File: config.mk
export PLATFORM = sky130hd
export DESIGN_NAME = cg_phase_sequencer_flat
export DESIGN_NICKNAME = d
export VERILOG_FILES = /design/src/rtl/cg_phase_sequencer_pkg.sv /design/src/rtl/cg_phase_sequencer_if.sv /design/src/rtl/cg_phase_sequencer_down_counter.sv /design/src/rtl/cg_phase_sequencer.sv /design/src/flat_wrapper.sv
export SDC_FILE = /design/constraint.sdc
export NUM_CORES = 1
export LEC_CHECK = 0
export BUFFER_PORTS_ARGS = -buffer_cell sky130_fd_sc_hd__buf_4
export CAP_MARGIN = 20
export CORE_MARGIN = 2
export CORE_UTILIZATION = 45
export CTS_CLUSTER_DIAMETER = 60
export DETAILED_ROUTE_END_ITERATION = 10
export PLACE_DENSITY = 0.65
export SLEW_MARGIN = 0
export SYNTH_ARGS = -nofsm -noshare
export SYNTH_HDL_FRONTEND = slang
export SYNTH_SLANG_ARGS = --single-unit
File: constraint.sdc
create_clock -name clk -period 5.44 [get_ports clk]
set_input_delay 1.088 -clock clk [delete_from_list [all_inputs] [get_ports clk]]
set_output_delay 1.088 -clock clk [all_outputs]
set_load 0.02 [all_outputs]
File: src/rtl/cg_phase_sequencer_pkg.sv
// Shared types and constants for the CG phase sequencer: FSM state, GAP return target,
// mXv phase-termination modes and a counter-width helper.
package cg_seq_pkg;

   typedef enum logic [2:0] {
      ST_IDLE = 3'd0,
      ST_INIT = 3'd1,
      ST_VXV  = 3'd2,
      ST_GAP  = 3'd3,
      ST_MXV  = 3'd4,
      ST_DONE = 3'd5
   } state_t;

   typedef enum logic {
      RET_VXV = 1'b0,
      RET_MXV = 1'b1
   } ret_t;

   localparam int MXV_MODE_FIXED     = 0;
   localparam int MXV_MODE_HANDSHAKE = 1;

   // Bits needed to hold the reload value n-1 of an n-cycle interval.
   function automatic int cnt_width(input int n);
      return (n <= 2) ? 1 : $clog2(n);
   endfunction

endpackage

File: src/rtl/cg_phase_sequencer_if.sv
// Control-side bundle of the CG phase sequencer; the sequencer is the slave,
// the top-level control plus unit cluster together form the master.
interface cg_phase_sequencer_if #(
   parameter int NUM_CH = 4,
   parameter int ITER_W = 16
);
   import cg_seq_pkg::*;

   // Protocol: start is a one-cycle pulse honoured only while idle, with max_iter and
   // ch_enable qualified by it; finish/mxv_done/abort are levels sampled every cycle;
   // halt is a one-cycle pulse at end of run and all other outputs are registered levels.
   logic              start;
   logic [ITER_W-1:0] max_iter;
   logic [NUM_CH-1:0] ch_enable;
   logic [NUM_CH-1:0] finish;
   logic [NUM_CH-1:0] mxv_done;
   logic              abort;
   logic [NUM_CH-1:0] reset_vXv;
   logic [NUM_CH-1:0] reset_mXv;
   logic              busy;
   logic              halt;
   logic [ITER_W-1:0] iter_count;
   logic              timeout;
   state_t            dbg_state;

   modport master (
      output start, max_iter, ch_enable, finish, mxv_done, abort,
      input  reset_vXv, reset_mXv, busy, halt, iter_count, timeout, dbg_state
   );

   modport slave (
      input  start, max_iter, ch_enable, finish, mxv_done, abort,
      output reset_vXv, reset_mXv, busy, halt, iter_count, timeout, dbg_state
   );

endinterface

File: src/rtl/cg_phase_sequencer_down_counter.sv
// Loadable down counter that saturates at zero; o_expired flags a zero count so an
// interval of n cycles is timed by loading n-1 on entry.
module seq_down_counter #(
   parameter int W = 4
) (
   input  logic         clk,
   input  logic         rst_n,
   input  logic         i_load,
   input  logic [W-1:0] i_load_val,
   input  logic         i_dec,
   output logic         o_expired
);

   logic [W-1:0] r_count;

   always_ff @(posedge clk or negedge rst_n) begin
      if (!rst_n) begin
         r_count <= '0;
      end else if (i_load) begin
         r_count <= i_load_val;
      end else if (i_dec && (r_count != '0)) begin
         r_count <= r_count - W'(1);
      end
   end

   assign o_expired = (r_count == '0);

endmodule

File: src/rtl/cg_phase_sequencer.sv
// Alternates NUM_CH vXv and mXv units between run and hold for each CG iteration, with
// iteration limit, per-channel enables, fixed or handshake mXv phase, abort and watchdog.
module cg_phase_sequencer #(
   parameter int NUM_CH      = 4,
   parameter int ITER_W      = 16,
   parameter int INIT_CYCLES = 2,
   parameter int GAP_CYCLES  = 1,
   parameter int MXV_MODE    = 0,
   parameter int MXV_CYCLES  = 4,
   parameter int WDOG_CYCLES = 4096
) (
   input logic                 clk,
   input logic                 reset,
   cg_phase_sequencer_if.slave bus
);
   import cg_seq_pkg::*;

   localparam int PH_IG  = (INIT_CYCLES > GAP_CYCLES) ? INIT_CYCLES : GAP_CYCLES;
   localparam int PH_MAX = (PH_IG > MXV_CYCLES) ? PH_IG : MXV_CYCLES;
   localparam int PH_W   = cnt_width(PH_MAX);
   localparam int WD_W   = cnt_width(WDOG_CYCLES);

   localparam logic [PH_W-1:0] INIT_LD = PH_W'(INIT_CYCLES - 1);
   localparam logic [PH_W-1:0] GAP_LD  = PH_W'(GAP_CYCLES - 1);
   localparam logic [PH_W-1:0] MXV_LD  = PH_W'(MXV_CYCLES - 1);
   localparam logic [WD_W-1:0] WD_LD   = WD_W'(WDOG_CYCLES - 1);

   state_t              r_state;
   ret_t                r_ret;
   logic [NUM_CH-1:0]   r_en;
   logic [ITER_W-1:0]   r_max_iter;
   logic [ITER_W-1:0]   r_iter;
   logic [NUM_CH-1:0]   r_reset_vxv;
   logic [NUM_CH-1:0]   r_reset_mxv;
   logic                r_busy;
   logic                r_halt;
   logic                r_timeout;

   state_t              w_next;
   logic                w_in_run;
   logic                w_abort;
   logic                w_wd_hit;
   logic                w_vxv_end;
   logic                w_mxv_end;
   logic                w_last;
   logic [ITER_W-1:0]   w_iter_nxt;
   logic                w_ph_load;
   logic [PH_W-1:0]     w_ph_val;
   logic                w_ph_zero;
   logic                w_wd_load;
   logic                w_wd_zero;
   logic                w_iter_inc;

   // Phase timer covers INIT, GAP and fixed-length MXV; only one is ever live.
   seq_down_counter #(.W(PH_W)) u_phase_cnt (
      .clk        (clk),
      .rst_n      (reset),
      .i_load     (w_ph_load),
      .i_load_val (w_ph_val),
      .i_dec      (1'b1),
      .o_expired  (w_ph_zero)
   );

   seq_down_counter #(.W(WD_W)) u_wdog_cnt (
      .clk        (clk),
      .rst_n      (reset),
      .i_load     (w_wd_load),
      .i_load_val (WD_LD),
      .i_dec      (1'b1),
      .o_expired  (w_wd_zero)
   );

   always_comb begin
      w_in_run   = (r_state == ST_INIT) || (r_state == ST_VXV) ||
                   (r_state == ST_GAP)  || (r_state == ST_MXV);
      w_abort    = bus.abort && w_in_run;
      w_wd_hit   = ((r_state == ST_VXV) || (r_state == ST_MXV)) && w_wd_zero;
      w_vxv_end  = ((bus.finish & r_en) == r_en);
      w_mxv_end  = (MXV_MODE == MXV_MODE_HANDSHAKE) ? ((bus.mxv_done & r_en) == r_en)
                                                     : w_ph_zero;
      w_iter_nxt = r_iter + ITER_W'(1);
      w_last     = (r_max_iter != '0) && (w_iter_nxt == r_max_iter);

      w_next     = r_state;
      w_ph_load  = 1'b0;
      w_ph_val   = INIT_LD;
      w_wd_load  = 1'b0;
      w_iter_inc = 1'b0;

      case (r_state)
         ST_IDLE: begin
            if (bus.start) begin
               if (bus.ch_enable == '0) begin
                  w_next = ST_DONE;
               end else begin
                  w_next    = ST_INIT;
                  w_ph_load = 1'b1;
                  w_ph_val  = INIT_LD;
               end
            end
         end
         ST_INIT: begin
            if (w_ph_zero) begin
               w_next    = ST_VXV;
               w_wd_load = 1'b1;
            end
         end
         ST_VXV: begin
            if (w_vxv_end) begin
               w_next    = ST_GAP;
               w_ph_load = 1'b1;
               w_ph_val  = GAP_LD;
            end
         end
         ST_GAP: begin
            if (w_ph_zero) begin
               w_wd_load = 1'b1;
               if (r_ret == RET_MXV) begin
                  w_next    = ST_MXV;
                  w_ph_load = 1'b1;
                  w_ph_val  = MXV_LD;
               end else begin
                  w_next = ST_VXV;
               end
            end
         end
         ST_MXV: begin
            if (w_mxv_end) begin
               w_iter_inc = 1'b1;
               if (w_last) begin
                  w_next = ST_DONE;
               end else begin
                  w_next    = ST_GAP;
                  w_ph_load = 1'b1;
                  w_ph_val  = GAP_LD;
               end
            end
         end
         ST_DONE: w_next = ST_IDLE;
         default: w_next = ST_IDLE;
      endcase

      // Abort and watchdog pre-empt any phase completion seen on the same cycle.
      if (w_abort || w_wd_hit) begin
         w_next     = ST_DONE;
         w_ph_load  = 1'b0;
         w_wd_load  = 1'b0;
         w_iter_inc = 1'b0;
      end
   end

   always_ff @(posedge clk or negedge reset) begin
      if (!reset) begin
         r_state     <= ST_IDLE;
         r_ret       <= RET_MXV;
         r_en        <= '0;
         r_max_iter  <= '0;
         r_iter      <= '0;
         r_reset_vxv <= '1;
         r_reset_mxv <= '1;
         r_busy      <= 1'b0;
         r_halt      <= 1'b0;
         r_timeout   <= 1'b0;
      end else begin
         r_state     <= w_next;
         r_halt      <= (w_next == ST_DONE);
         r_busy      <= (w_next == ST_INIT) || (w_next == ST_VXV) ||
                        (w_next == ST_GAP)  || (w_next == ST_MXV);
         r_reset_vxv <= (w_next == ST_VXV) ? ~r_en : '1;
         r_reset_mxv <= (w_next == ST_MXV) ? ~r_en : '1;

         if ((r_state == ST_IDLE) && bus.start) begin
            r_en       <= bus.ch_enable;
            r_max_iter <= bus.max_iter;
            r_iter     <= '0;
            r_timeout  <= 1'b0;
         end

         if ((r_state == ST_VXV) && (w_next == ST_GAP)) begin
            r_ret <= RET_MXV;
         end else if ((r_state == ST_MXV) && (w_next == ST_GAP)) begin
            r_ret <= RET_VXV;
         end

         if (w_iter_inc) begin
            r_iter <= w_iter_nxt;
         end

         if (w_wd_hit && !w_abort) begin
            r_timeout <= 1'b1;
         end
      end
   end

   assign bus.reset_vXv  = r_reset_vxv;
   assign bus.reset_mXv  = r_reset_mxv;
   assign bus.busy       = r_busy;
   assign bus.halt       = r_halt;
   assign bus.iter_count = r_iter;
   assign bus.timeout    = r_timeout;
   assign bus.dbg_state  = r_state;

endmodule

File: src/flat_wrapper.sv
// flat-port wrapper written by rule: the top's interface ports become plain ports
module cg_phase_sequencer_flat import cg_seq_pkg::*;
#(
   parameter int NUM_CH      = 4,
   parameter int ITER_W      = 16,
   parameter int INIT_CYCLES = 2,
   parameter int GAP_CYCLES  = 1,
   parameter int MXV_MODE    = 0,
   parameter int MXV_CYCLES  = 4,
   parameter int WDOG_CYCLES = 4096
)
  (clk, reset, bus_start, bus_max_iter, bus_ch_enable, bus_finish, bus_mxv_done, bus_abort, bus_reset_vXv, bus_reset_mXv, bus_busy, bus_halt, bus_iter_count, bus_timeout, bus_dbg_state);
  cg_phase_sequencer_if #(.NUM_CH(NUM_CH), .ITER_W(ITER_W)) bus_i ();
  input logic clk;
  input logic reset;
  input wire logic [$bits(bus_i.start)-1:0] bus_start;
  input wire logic [$bits(bus_i.max_iter)-1:0] bus_max_iter;
  input wire logic [$bits(bus_i.ch_enable)-1:0] bus_ch_enable;
  input wire logic [$bits(bus_i.finish)-1:0] bus_finish;
  input wire logic [$bits(bus_i.mxv_done)-1:0] bus_mxv_done;
  input wire logic [$bits(bus_i.abort)-1:0] bus_abort;
  output wire logic [$bits(bus_i.reset_vXv)-1:0] bus_reset_vXv;
  output wire logic [$bits(bus_i.reset_mXv)-1:0] bus_reset_mXv;
  output wire logic [$bits(bus_i.busy)-1:0] bus_busy;
  output wire logic [$bits(bus_i.halt)-1:0] bus_halt;
  output wire logic [$bits(bus_i.iter_count)-1:0] bus_iter_count;
  output wire logic [$bits(bus_i.timeout)-1:0] bus_timeout;
  output wire logic [$bits(bus_i.dbg_state)-1:0] bus_dbg_state;
  assign bus_i.start = bus_start;
  assign bus_i.max_iter = bus_max_iter;
  assign bus_i.ch_enable = bus_ch_enable;
  assign bus_i.finish = bus_finish;
  assign bus_i.mxv_done = bus_mxv_done;
  assign bus_i.abort = bus_abort;
  assign bus_reset_vXv = bus_i.reset_vXv;
  assign bus_reset_mXv = bus_i.reset_mXv;
  assign bus_busy = bus_i.busy;
  assign bus_halt = bus_i.halt;
  assign bus_iter_count = bus_i.iter_count;
  assign bus_timeout = bus_i.timeout;
  assign bus_dbg_state = bus_i.dbg_state;
  cg_phase_sequencer #(.NUM_CH(NUM_CH), .ITER_W(ITER_W), .INIT_CYCLES(INIT_CYCLES), .GAP_CYCLES(GAP_CYCLES), .MXV_MODE(MXV_MODE), .MXV_CYCLES(MXV_CYCLES), .WDOG_CYCLES(WDOG_CYCLES)) u_core (.clk(clk), .reset(reset), .bus(bus_i));
endmodule
* Word-level counts from Yosys, hierarchy flattened *
Index checks and enable logic that the tools add are counted.

storage, ports and cells
  flip-flop bits (word level) = 65
  output and inout bits = 30
  input port bits = 32
  logic and storage cells = 99

operators by class
  bitwise operators = 2
  $add $sub $neg = 3
  reduce and logical (&&, ||, !) cells = 29
  muxes and demuxes = 42
  equal/unequal tests = 11

operators with widths
  kind                     count
  $mux W16                 2
  $mux W3                  9
  $mux W12                 2
  $mux W1                  19
  $add A16 B1 Y16 const B  1
  $eq A16 B16 Y1           1
  $reduce_bool A16 Y1      1
  $pmux W3 S5              1
  $eq A3 B2 Y1 const B     4
  $logic_not A12 Y1        1
  $reduce_bool A12 Y1      1
  $reduce_bool A2 Y1       6
  $sub A12 B1 Y12 const B  1
  $mux W2                  5
  $eq A3 B3 Y1 const B     3
  $logic_or A1 B1 Y1       8
  $mux W4                  2
  $logic_and A1 B1 Y1      7
  $eq A3 B1 Y1 const B     2
  $pmux W2 S3              1
  $and A4 B4 Y4            1
  $eq A4 B4 Y1             1
  $logic_not A4 Y1         1
  $not A4 Y4               1
  other kinds (6)          6

* Depth between registers and ports, before layout *
Gate-level depths: netlist of the first run.

  depth after elaboration = 11
  gate-level depth with buffers = 11
  gate-level depth less buffers = 9

* Modules after synthesis *
Synthesis of the first run repeated with hierarchy kept, for this count alone.

unflattened totals
  cells, all modules = 436
  area, all modules = 3,878.7 µm²

by module, submodules not included
  module                                  cells an instance  area an instance (µm²)  times used  sequential area each (µm²)
  cg_phase_sequencer                      334                2,947.8                 1           1,287.5
  seq_down_counter at u_core.u_wdog_cnt   89                 798.3                   1           300.3
  seq_down_counter at u_core.u_phase_cnt  13                 132.6                   1           50.0

* Least setup slack after synthesis of the first run *
Ideal clock, no wire load.

  path type = flip-flop to flip-flop
  start point = reg u_core.r_iter[0], in the netlist u_core.bus.iter_count[0]
  end point = reg u_core.u_phase_cnt.r_count[0]
  data required time = 5.291 ns
  path slack = 2.852 ns
  library setup time = 0.149 ns
  period minus slack after synthesis = 2.588 ns
  cell stages (with the launch flop) = 9
  arrival time = 2.439 ns
  path buffers = 0
  cells stage by stage = dfrtp_1 -> ha_1 -> nand2_1 -> or3_1 -> a221o_1 -> a2111oi_2 -> and4_4 -> a21o_1 -> a221oi_2

between the ends
  cells in the longest elaborated chain, start to end = 8
  elaborated cells between the ends (all ways) = 12
  classes of those cells = add/sub (1); eq/ne (1); mux (8); reduce/logical (2)

ends and longest elaborated chain
  what                                           line                                   text
  start: declaration                             cg_phase_sequencer.sv:32               logic [ITER_W-1:0] r_iter;
  start signal: assignment                       cg_phase_sequencer.sv:186              r_iter <= w_iter_nxt;
  $add A16 B1 Y16 *                              cg_phase_sequencer.sv:81               w_iter_nxt = r_iter + ITER_W'(1);
  $eq A16 B16 Y1 *                               cg_phase_sequencer.sv:82               w_last = (r_max_iter != '0) && (w_iter_nxt == r_max_iter);
  $logic_and A1 B1 Y1 *                          cg_phase_sequencer.sv:82
  $mux W1                                        cg_phase_sequencer.sv:130              if (w_last) begin
  $mux W1                                        cg_phase_sequencer.sv:128              if (w_mxv_end) begin
  $pmux W1 S4                                    cg_phase_sequencer.sv:90               case (r_state)
  $mux W1                                        cg_phase_sequencer.sv:144              if (w_abort || w_wd_hit) begin
  $mux W2 or $reduce_bool A2 Y1 (tied branches)  -
  end signal: assignment                         cg_phase_sequencer_down_counter.sv:20  r_count <= i_load_val;
  end signal: assignment                         cg_phase_sequencer_down_counter.sv:22  r_count <= r_count - W'(1);
  end: declaration                               cg_phase_sequencer_down_counter.sv:14  logic [W-1:0] r_count;

Every way passes the cells marked *; elsewhere a longest branch is shown, timed or not.
A chain may end at the register's enable or synchronous reset.

* Final worst setup path of the first run *
Ends and elaborated chain as after synthesis.

==> run metrics, run 1 <==
final net count=516; area of the placeable core=8220 um^2; simple logic cell fraction of the synthesized area=27.8%; fraction of the core area covered by cells at the end of the flow=54.3%; setup TNS after final layout=0 ps; starting DRC count in detailed routing=193; kind of end point of the critical path=flip-flop; Wirelength per Cell=15.4 um; Worst Path Arrival=3270 ps; count of warnings emitted by yosys=0; clock sink count=65; syn_area_per_cell=8.69 um^2; power density over the cells=410 nW/um^2; number of resized instances in the post-cts repair step=0; antenna violation net count after detailed routing=0; clock root buffer=sky130_fd_sc_hd__clkbuf_8; Antenna diodes=0; prevailing post-synth register cell=sky130_fd_sc_hd__dfrtp_1; Hold Path Stages=1; CP Launch Point=u_core.bus.iter_count[0]$_DFFE_PN0P_; portion of total power attributed to combinational logic=35.6%; DRC violation count after routing=0; startpoint of the lowest-slack register-to-register path=u_core.bus.iter_count[0]$_DFFE_PN0P_; Worst Path Class, Setup=reg2reg; number of H-tree levels=3; internal power consumption=1.12 mW; Worst Max-Slew Pin Slew=860 ps; number of buffers on the longest clock path=2; relative slew slack=42.7%; R2R Path End=u_core.u_phase_cnt.r_count[0]$_DFFE_PN0P_; fraction of the yosys area taken by sequential cells=42.7%; All-Layer GR Usage=21.1%; multiplexer share of the synthesized area=0.522%; hold worst-path end=u_core.bus.reset_mXv[3]$_DFF_PN1_; count of distinct cell types in the synthesized netlist=68; main combinational cell family by area after synthesis=simple AND/OR/NAND/NOR gates; signed area change from the synthesized netlist to the final layout=16.3%; number of CTS-inserted buffers=9; number of endpoints with negative hold slack in the final report=0; post-synthesis adder-cell area fraction=0.979%; Core Rows=33; CTS tree=yes; Die ar.=9270 um^2; worst min-delay path class=reg2reg; switching share of power=38.9%; setup slack of the worst register-to-register path=2350 ps; floorplan die width=96.3 um; unrepaired setup endpoints after global routing=false; area of the mapped netlist=3830 um^2; hold-fix buffers at CTS=0; fraction of synthesis flops using an asynchronous set or reset pin=100%; largest fanout on the critical path=11; latest clock arrival within the worst-skew pair=340 ps; switching power summed over all nets=0.712 mW; gpl congestion=0.832; Die Height=96.3 um; number of antenna violations at the first check in global routing=0; largest net degree at the start of global routing=66; Worst Reg-to-Reg Cells=8; Cells after Synth=441; total iterations of the first detailed-routing run=4; average vias per placed instance=5.63; setup repair bufs after CTS=0; Sequential Power Share=42.9%; total detailed-routing wirelength=9110 um; Post-Syn Nets=476; DR vias=3329; Setup Skew=14.1 ps; Leakage=1.91 nW; total grt overflow=0; maximum vdd ir drop=0.194 mV; area fraction in compound gates after synthesis=16.7%; IO Pins=62; fraction of the cycle the final worst path needs=56.8%; start point of the worst min-delay path=u_core.r_en[3]$_DFFE_PN0P_; number of global-route vias before repair=3077; post-synthesis register bit count=65; count of flip-flops with a built-in enable after synthesis=0; outcome=completed; PortBufs=57; count of final setup violators=0; global-route wire length before repair=15000 um; layout cells sized above 1=20.6%; post-detailed-placement half-perimeter wirelength=6300 um; max-slew violation count=0; Worst EP required=5620 ps; fmax=324 MHz; startpoint class of the critical path=flip-flop; post-layout minimum cycle time=3090 ps; max_cap viols=0; fraction of power consumed by the clock network=21.5%; clk slew on worst S/H paths=70 ps; fraction of synthesized cell area in xor and xnor cells=6.17%; fillers=791; starting utilization of the core area=46.6%
==> metal layers <==
metal	GRT usage, %	wire length [um]	vias to the layer above
met5	0	0	-
met4	7.74	106	0
met3	4.31	446	10
met2	31.5	4190	84
met1	30.1	4370	1596
li1	-	-	1639
==> stage by stage <==
step	setup WS (ps)	hold WS, ps	instances	cell area [um^2]	power, mW
global placement	2220	432	573	4250	1.41
global route	2200	455	591	4460	1.98
detailed placement	2210	439	574	4260	1.44
CTS	2360	450	590	4440	1.84
floorplan	2850	391	441	3830	1.25
finish	2350	443	591	4460	1.83
==> cells in the final DEF (no fill, tap or decap), types with 3 or more instances in the layout <==
cell type	count
sky130_fd_sc_hd__a211oi_1	3
sky130_fd_sc_hd__a21oi_1	8
sky130_fd_sc_hd__and2_1	5
sky130_fd_sc_hd__and3_1	3
sky130_fd_sc_hd__buf_4	58
sky130_fd_sc_hd__clkbuf_8	9
sky130_fd_sc_hd__clkinv_2	4
sky130_fd_sc_hd__dfrtp_1	56
sky130_fd_sc_hd__dfstp_2	9
sky130_fd_sc_hd__ha_1	3
sky130_fd_sc_hd__inv_1	14
sky130_fd_sc_hd__nand2_1	92
sky130_fd_sc_hd__nand2b_1	13
sky130_fd_sc_hd__nand3_1	17
sky130_fd_sc_hd__nand4_1	10
sky130_fd_sc_hd__nor2_1	26
sky130_fd_sc_hd__nor2b_1	5
sky130_fd_sc_hd__nor3_1	7
sky130_fd_sc_hd__nor4_1	10
sky130_fd_sc_hd__o211ai_1	5
sky130_fd_sc_hd__o21ai_0	32
sky130_fd_sc_hd__o31ai_1	6
sky130_fd_sc_hd__o41ai_1	4
sky130_fd_sc_hd__or3_1	3
sky130_fd_sc_hd__xnor2_1	17
sky130_fd_sc_hd__xor2_1	10
==> state kept, by name, summed over array words and instances (netlist names) <==
signal                      cells
u_core.bus.reset_vXv            4
u_core.u_wdog_cnt.r_count      12
u_core.bus.busy                 1
u_core.bus.reset_mXv            4
u_core.u_phase_cnt.r_count      2
u_core.bus.iter_count          16
u_core.r_ret                    1
u_core.bus.timeout              1
u_core.r_max_iter              16
u_core.r_en                     4
u_core.bus.halt                 1
u_core.bus.dbg_state            3
==> cell type report <==
type	count	area, um^2	share of cell area (%)
clock buffers	10	128	2.86
clock inverters	6	58.8	1.32
inverters	14	52.6	1.18
multi-input cells	332	2000	44.8
flip-flops and latches	65	1640	36.7
well taps	105	131	2.95
repair buffers	59	450	10.1
==> worst max-delay path by stage <==
stage                                                      to  slack [ps]  depth (start not counted)
floorplan           u_core.u_phase_cnt.r_count[0]$_DFFE_PN0P_        2850                          8
global placement         u_core.bus.iter_count[5]$_DFFE_PN0P_        2220                          6
detailed placement       u_core.bus.iter_count[5]$_DFFE_PN0P_        2210                          6
CTS                      u_core.bus.iter_count[2]$_DFFE_PN0P_        2360                          9
global route                u_core.bus.reset_vXv[1]$_DFF_PN1_        2200                          8
finish              u_core.u_phase_cnt.r_count[0]$_DFFE_PN0P_        2350                          8
==> cells in the mapped netlist (2+ instances only) <==
cell type / instances / area share [%]
sky130_fd_sc_hd__o311ai_0: 2 / 0.46
sky130_fd_sc_hd__buf_6: 2 / 0.59
sky130_fd_sc_hd__ha_1: 3 / 0.98
sky130_fd_sc_hd__nand2_1: 92 / 9.0
sky130_fd_sc_hd__o221ai_1: 2 / 0.46
sky130_fd_sc_hd__nand3_1: 17 / 2.2
sky130_fd_sc_hd__a31oi_1: 2 / 0.33
sky130_fd_sc_hd__clkbuf_1: 18 / 1.8
sky130_fd_sc_hd__a22oi_1: 2 / 0.39
sky130_fd_sc_hd__dfrtp_1: 56 / 37
sky130_fd_sc_hd__a21oi_1: 8 / 1.0
sky130_fd_sc_hd__dfstp_2: 9 / 6.2
sky130_fd_sc_hd__o2bb2ai_1: 2 / 0.46
sky130_fd_sc_hd__a31o_2: 2 / 0.46
sky130_fd_sc_hd__and3_1: 3 / 0.49
sky130_fd_sc_hd__or3_1: 3 / 0.49
sky130_fd_sc_hd__nand4_1: 10 / 1.6
sky130_fd_sc_hd__and2_1: 5 / 0.82
sky130_fd_sc_hd__buf_2: 9 / 1.2
sky130_fd_sc_hd__nor3_1: 7 / 0.91
sky130_fd_sc_hd__inv_1: 14 / 1.4
sky130_fd_sc_hd__mux2i_1: 2 / 0.52
sky130_fd_sc_hd__nand3b_1: 2 / 0.39
sky130_fd_sc_hd__nor4_2: 2 / 0.65
sky130_fd_sc_hd__or4_4: 2 / 0.59
sky130_fd_sc_hd__o21a_1: 2 / 0.39
sky130_fd_sc_hd__and4_1: 2 / 0.46
sky130_fd_sc_hd__xor2_1: 10 / 2.3
sky130_fd_sc_hd__nor4_1: 10 / 1.6
sky130_fd_sc_hd__a211oi_1: 3 / 0.59
sky130_fd_sc_hd__o41ai_1: 4 / 0.91
sky130_fd_sc_hd__o211ai_1: 5 / 0.98
sky130_fd_sc_hd__xnor2_1: 17 / 3.9
sky130_fd_sc_hd__nor2_1: 26 / 2.5
sky130_fd_sc_hd__nand2b_1: 13 / 2.1
sky130_fd_sc_hd__nor2b_1: 5 / 0.82
sky130_fd_sc_hd__o31ai_1: 6 / 1.2
sky130_fd_sc_hd__o21ai_0: 32 / 4.2
==> worst max-delay path, cell delays in order, from the launching register on <==
cell and delay (ps):
sky130_fd_sc_hd__dfrtp_1 480, sky130_fd_sc_hd__ha_1 320, sky130_fd_sc_hd__nand2_1 310, sky130_fd_sc_hd__or3_1 450, sky130_fd_sc_hd__a221o_1 340, sky130_fd_sc_hd__a2111oi_2 440, sky130_fd_sc_hd__and4_4 350, sky130_fd_sc_hd__a21o_1 170
sky130_fd_sc_hd__a221oi_2 70
==> logic make-up after synthesis <==
kind of cell / count (synthesis)
AOI/OAI and AO/OA: 90
xor gates and xnor gates: 27
adders and majority gates: 3
buffers and inverters: 44
DFF: 65
muxes: 2
and+or+nand+nor: 210
==> power by group through the flow <==
stage | combinational [mW] | sequential [mW] | clock [mW]
2_1_floorplan | 0.495 | 0.750 | 0
3_3_place_gp | 0.628 | 0.786 | 0
3_5_place_dp | 0.648 | 0.790 | 0
4_1_cts | 0.654 | 0.782 | 0.408
5_1_grt | 0.744 | 0.806 | 0.427
6_report | 0.652 | 0.784 | 0.393
Power figures use the tool's default switching activity.
==> run 2: changes to the inputs <==
Settings changed: ABC_AREA set to 1.
Clock period 5.44 ns to 3.1 ns, I/O delays scaled along.
==> run 2 against run 1 <==
- clock power up 100%
- global-route usage down 1.4 points
- combinational power up 110%
- synthesized cell count up 7.5%
- worst setup slack worse by 1700 ps
- critical path depth up 4
- non-clock buffer count unchanged
- sequential cell count unchanged
==> run metrics, run 2 <==
post-layout minimum cycle time=2450 ps; post-placement cell area=4200 um^2; clk slew on worst S/H paths=80 ps; fmax=409 MHz; area of the mapped netlist=3680 um^2; Leakage=2.07 nW; clock root buffer=sky130_fd_sc_hd__clkbuf_8; clock sink count=65; number of CTS-inserted buffers=9; layout cells sized above 1=23.5%; floorplan die width=94.5 um; CTS tree=yes; commonest cells in the netlist=sky130_fd_sc_hd__nand2_1 (135), sky130_fd_sc_hd__inv_1 (68), sky130_fd_sc_hd__dfrtp_1 (56), sky130_fd_sc_hd__nor2_1 (39), sky130_fd_sc_hd__nand3_1 (38); setup TNS after final layout=0 ps; R2R Path End=u_core.bus.iter_count[1]$_DFFE_PN0P_; portion of total power attributed to combinational logic=40.1%; synth top area cells=sky130_fd_sc_hd__dfrtp_1 (38%), sky130_fd_sc_hd__nand2_1 (14%), sky130_fd_sc_hd__inv_1 (6.9%); number of global-route vias before repair=3053; internal power consumption=2.07 mW; CP Launch Point=u_core.u_wdog_cnt.r_count[2]$_DFFE_PN0P_; number of buffers on the longest clock path=2; worst min-delay path class=in2async; fraction of the cycle the final worst path needs=78.9%; Worst Reg-to-Reg Cells=12; Worst EP required=3350 ps; post-detailed-placement half-perimeter wirelength=5880 um; power density over the cells=787 nW/um^2; outcome=completed; Cells after Synth=474; DR vias=3221; unrepaired setup endpoints after global routing=false; startpoint class of the critical path=flip-flop; post-layout power=3.48 mW; fillers=803; total detailed-routing wirelength=8210 um; startpoint of the lowest-slack register-to-register path=u_core.u_wdog_cnt.r_count[2]$_DFFE_PN0P_; PortBufs=57; prevailing post-synth register cell=sky130_fd_sc_hd__dfrtp_1; signed area change from the synthesized netlist to the final layout=20.0%; max-slew violation count=0; kind of end point of the critical path=flip-flop; fraction of synthesis flops using an asynchronous set or reset pin=100%; Worst Max-Slew Pin Slew=817 ps; area fraction of the dominant cell type after synthesis=38.0%; post-synthesis register bit count=65; Antenna diodes=0; DRC violation count after routing=0; fraction of the yosys area taken by sequential cells=44.4%; setup repair bufs after CTS=0; global-route wire length before repair=13700 um; area of the placeable core=8090 um^2; starting utilization of the core area=45.5%; Post-Syn Nets=509; gpl congestion=0.894; most common cell after layout, fill and taps aside=sky130_fd_sc_hd__nand2_1; final design area excluding fillers=4420 um^2; commonest cells after routing, fill and taps aside=sky130_fd_sc_hd__nand2_1 (135), sky130_fd_sc_hd__inv_1 (68), sky130_fd_sc_hd__buf_4 (59); setup slack of the worst register-to-register path=650 ps; hold-fix buffers at CTS=0; count of flip-flops with a built-in enable after synthesis=0; Die Height=94.5 um; syn_area_per_cell=7.77 um^2; largest fanout on the critical path=15; cell type with the largest total area after synthesis=sky130_fd_sc_hd__dfrtp_1; average vias per placed instance=4.99; starting DRC count in detailed routing=115; most instantiated library cell after synthesis=sky130_fd_sc_hd__nand2_1; number of endpoints with negative hold slack in the final report=0; switching power summed over all nets=1.42 mW; number of antenna violations at the first check in global routing=0; count of warnings emitted by yosys=0; Worst Path Class, Setup=reg2reg; number of resized instances in the post-cts repair step=0; total grt overflow=0; final net count=571; largest net degree at the start of global routing=66; Setup Skew=11.3 ps; Core Rows=33; max_cap viols=0; Sequential Power Share=37.1%; total iterations of the first detailed-routing run=4; maximum vdd ir drop=0.275 mV; antenna violation net count after detailed routing=0; Die ar.=8930 um^2; fraction of power consumed by the clock network=22.8%; switching share of power=40.7%; latest clock arrival within the worst-skew pair=340 ps; IO Pins=62; count of final setup violators=0; count of distinct cell types in the synthesized netlist=34; All-Layer GR Usage=19.6%; Wirelength per Cell=12.7 um; relative slew slack=45.5%; Worst Path Arrival=2700 ps; number of H-tree levels=3
[run 2: cell type report]
type / count / area, um^2 / area share (%)
inverter: 70 / 263 / 5.94
clock inverter: 7 / 95.1 / 2.15
timing repair buffer: 59 / 443 / 10.0
tap: 105 / 131 / 2.97
clock buffer: 9 / 124 / 2.80
sequential: 65 / 1640 / 37.0
multi-input combinational: 331 / 1730 / 39.1
[run 2: power groups by stage]
| stage | Combinational (mW) | Clock [mW] | Sequential, mW |
|---|---|---|---|
| finish | 1.40 | 0.794 | 1.29 |
| global route | 1.60 | 0.857 | 1.32 |
| CTS | 1.41 | 0.816 | 1.29 |
| detailed placement | 1.41 | 0 | 1.30 |
| global placement | 1.38 | 0 | 1.30 |
| floorplan | 0.987 | 0 | 1.34 |
[run 2: kinds of logic (layout without fill, tap and decap cells)]
kind of cell,after synthesis,after routing,share of synthesized area [%]
AOI/OAI and AO/OA,60,60,11.2
xor gates and xnor gates,6,6,1.43
adders and majority gates,3,3,1.02
buffers and inverters,78,145,8.66
DFF,65,65,44.4
and+or+nand+nor,262,262,33.3
[run 2: layer usage]
| metal | part of all wire (%) | global-route usage, % | vias up |
|---|---|---|---|
| met5 | 0 | 0 | - |
| met4 | 1.0 | 6.40 | 0 |
| met3 | 4.8 | 5.11 | 6 |
| met2 | 49 | 32.5 | 68 |
| met1 | 46 | 25.2 | 1492 |
| li1 | - | - | 1655 |
[run 2: worst max path at each step]
stage                                                      end  slack (ps)  cells after the start
after global routing                 u_core.bus.busy$_DFF_PN0_         440                     17
final                     u_core.bus.iter_count[1]$_DFFE_PN0P_         650                     12
after detailed placement  u_core.bus.iter_count[0]$_DFFE_PN0P_         700                     12
after global placement               u_core.bus.busy$_DFF_PN0_         730                     16
after CTS                 u_core.bus.iter_count[1]$_DFFE_PN0P_         660                     12
after floorplan                      u_core.bus.busy$_DFF_PN0_         940                     18
[run 2: critical path, cell delays in order, from the launching register on]
cell and delay, ps:
sky130_fd_sc_hd__dfrtp_1 420, sky130_fd_sc_hd__or4_1 580, sky130_fd_sc_hd__nor2_2 140, sky130_fd_sc_hd__nand2_2 90, sky130_fd_sc_hd__nor2_4 170, sky130_fd_sc_hd__nand2_1 70, sky130_fd_sc_hd__nand2_1 80, sky130_fd_sc_hd__inv_2 130
sky130_fd_sc_hd__nand2_2 100, sky130_fd_sc_hd__nand2_2 270, sky130_fd_sc_hd__inv_1 160, sky130_fd_sc_hd__nand2_1 60, sky130_fd_sc_hd__o21ai_0 80
[run 2: metrics by stage]
| stage | hold WS (ps) | worst slack [ps] | util, % | instances |
|---|---|---|---|---|
| finish | 369 | 654 | 54.6 | 646 |
| global route | 439 | 445 | 54.6 | 646 |
| CTS | 401 | 656 | 54.6 | 646 |
| detailed placement | 415 | 704 | 51.9 | 630 |
| global placement | 423 | 735 | 51.9 | 630 |
| floorplan | 324 | 935 | - | 474 |
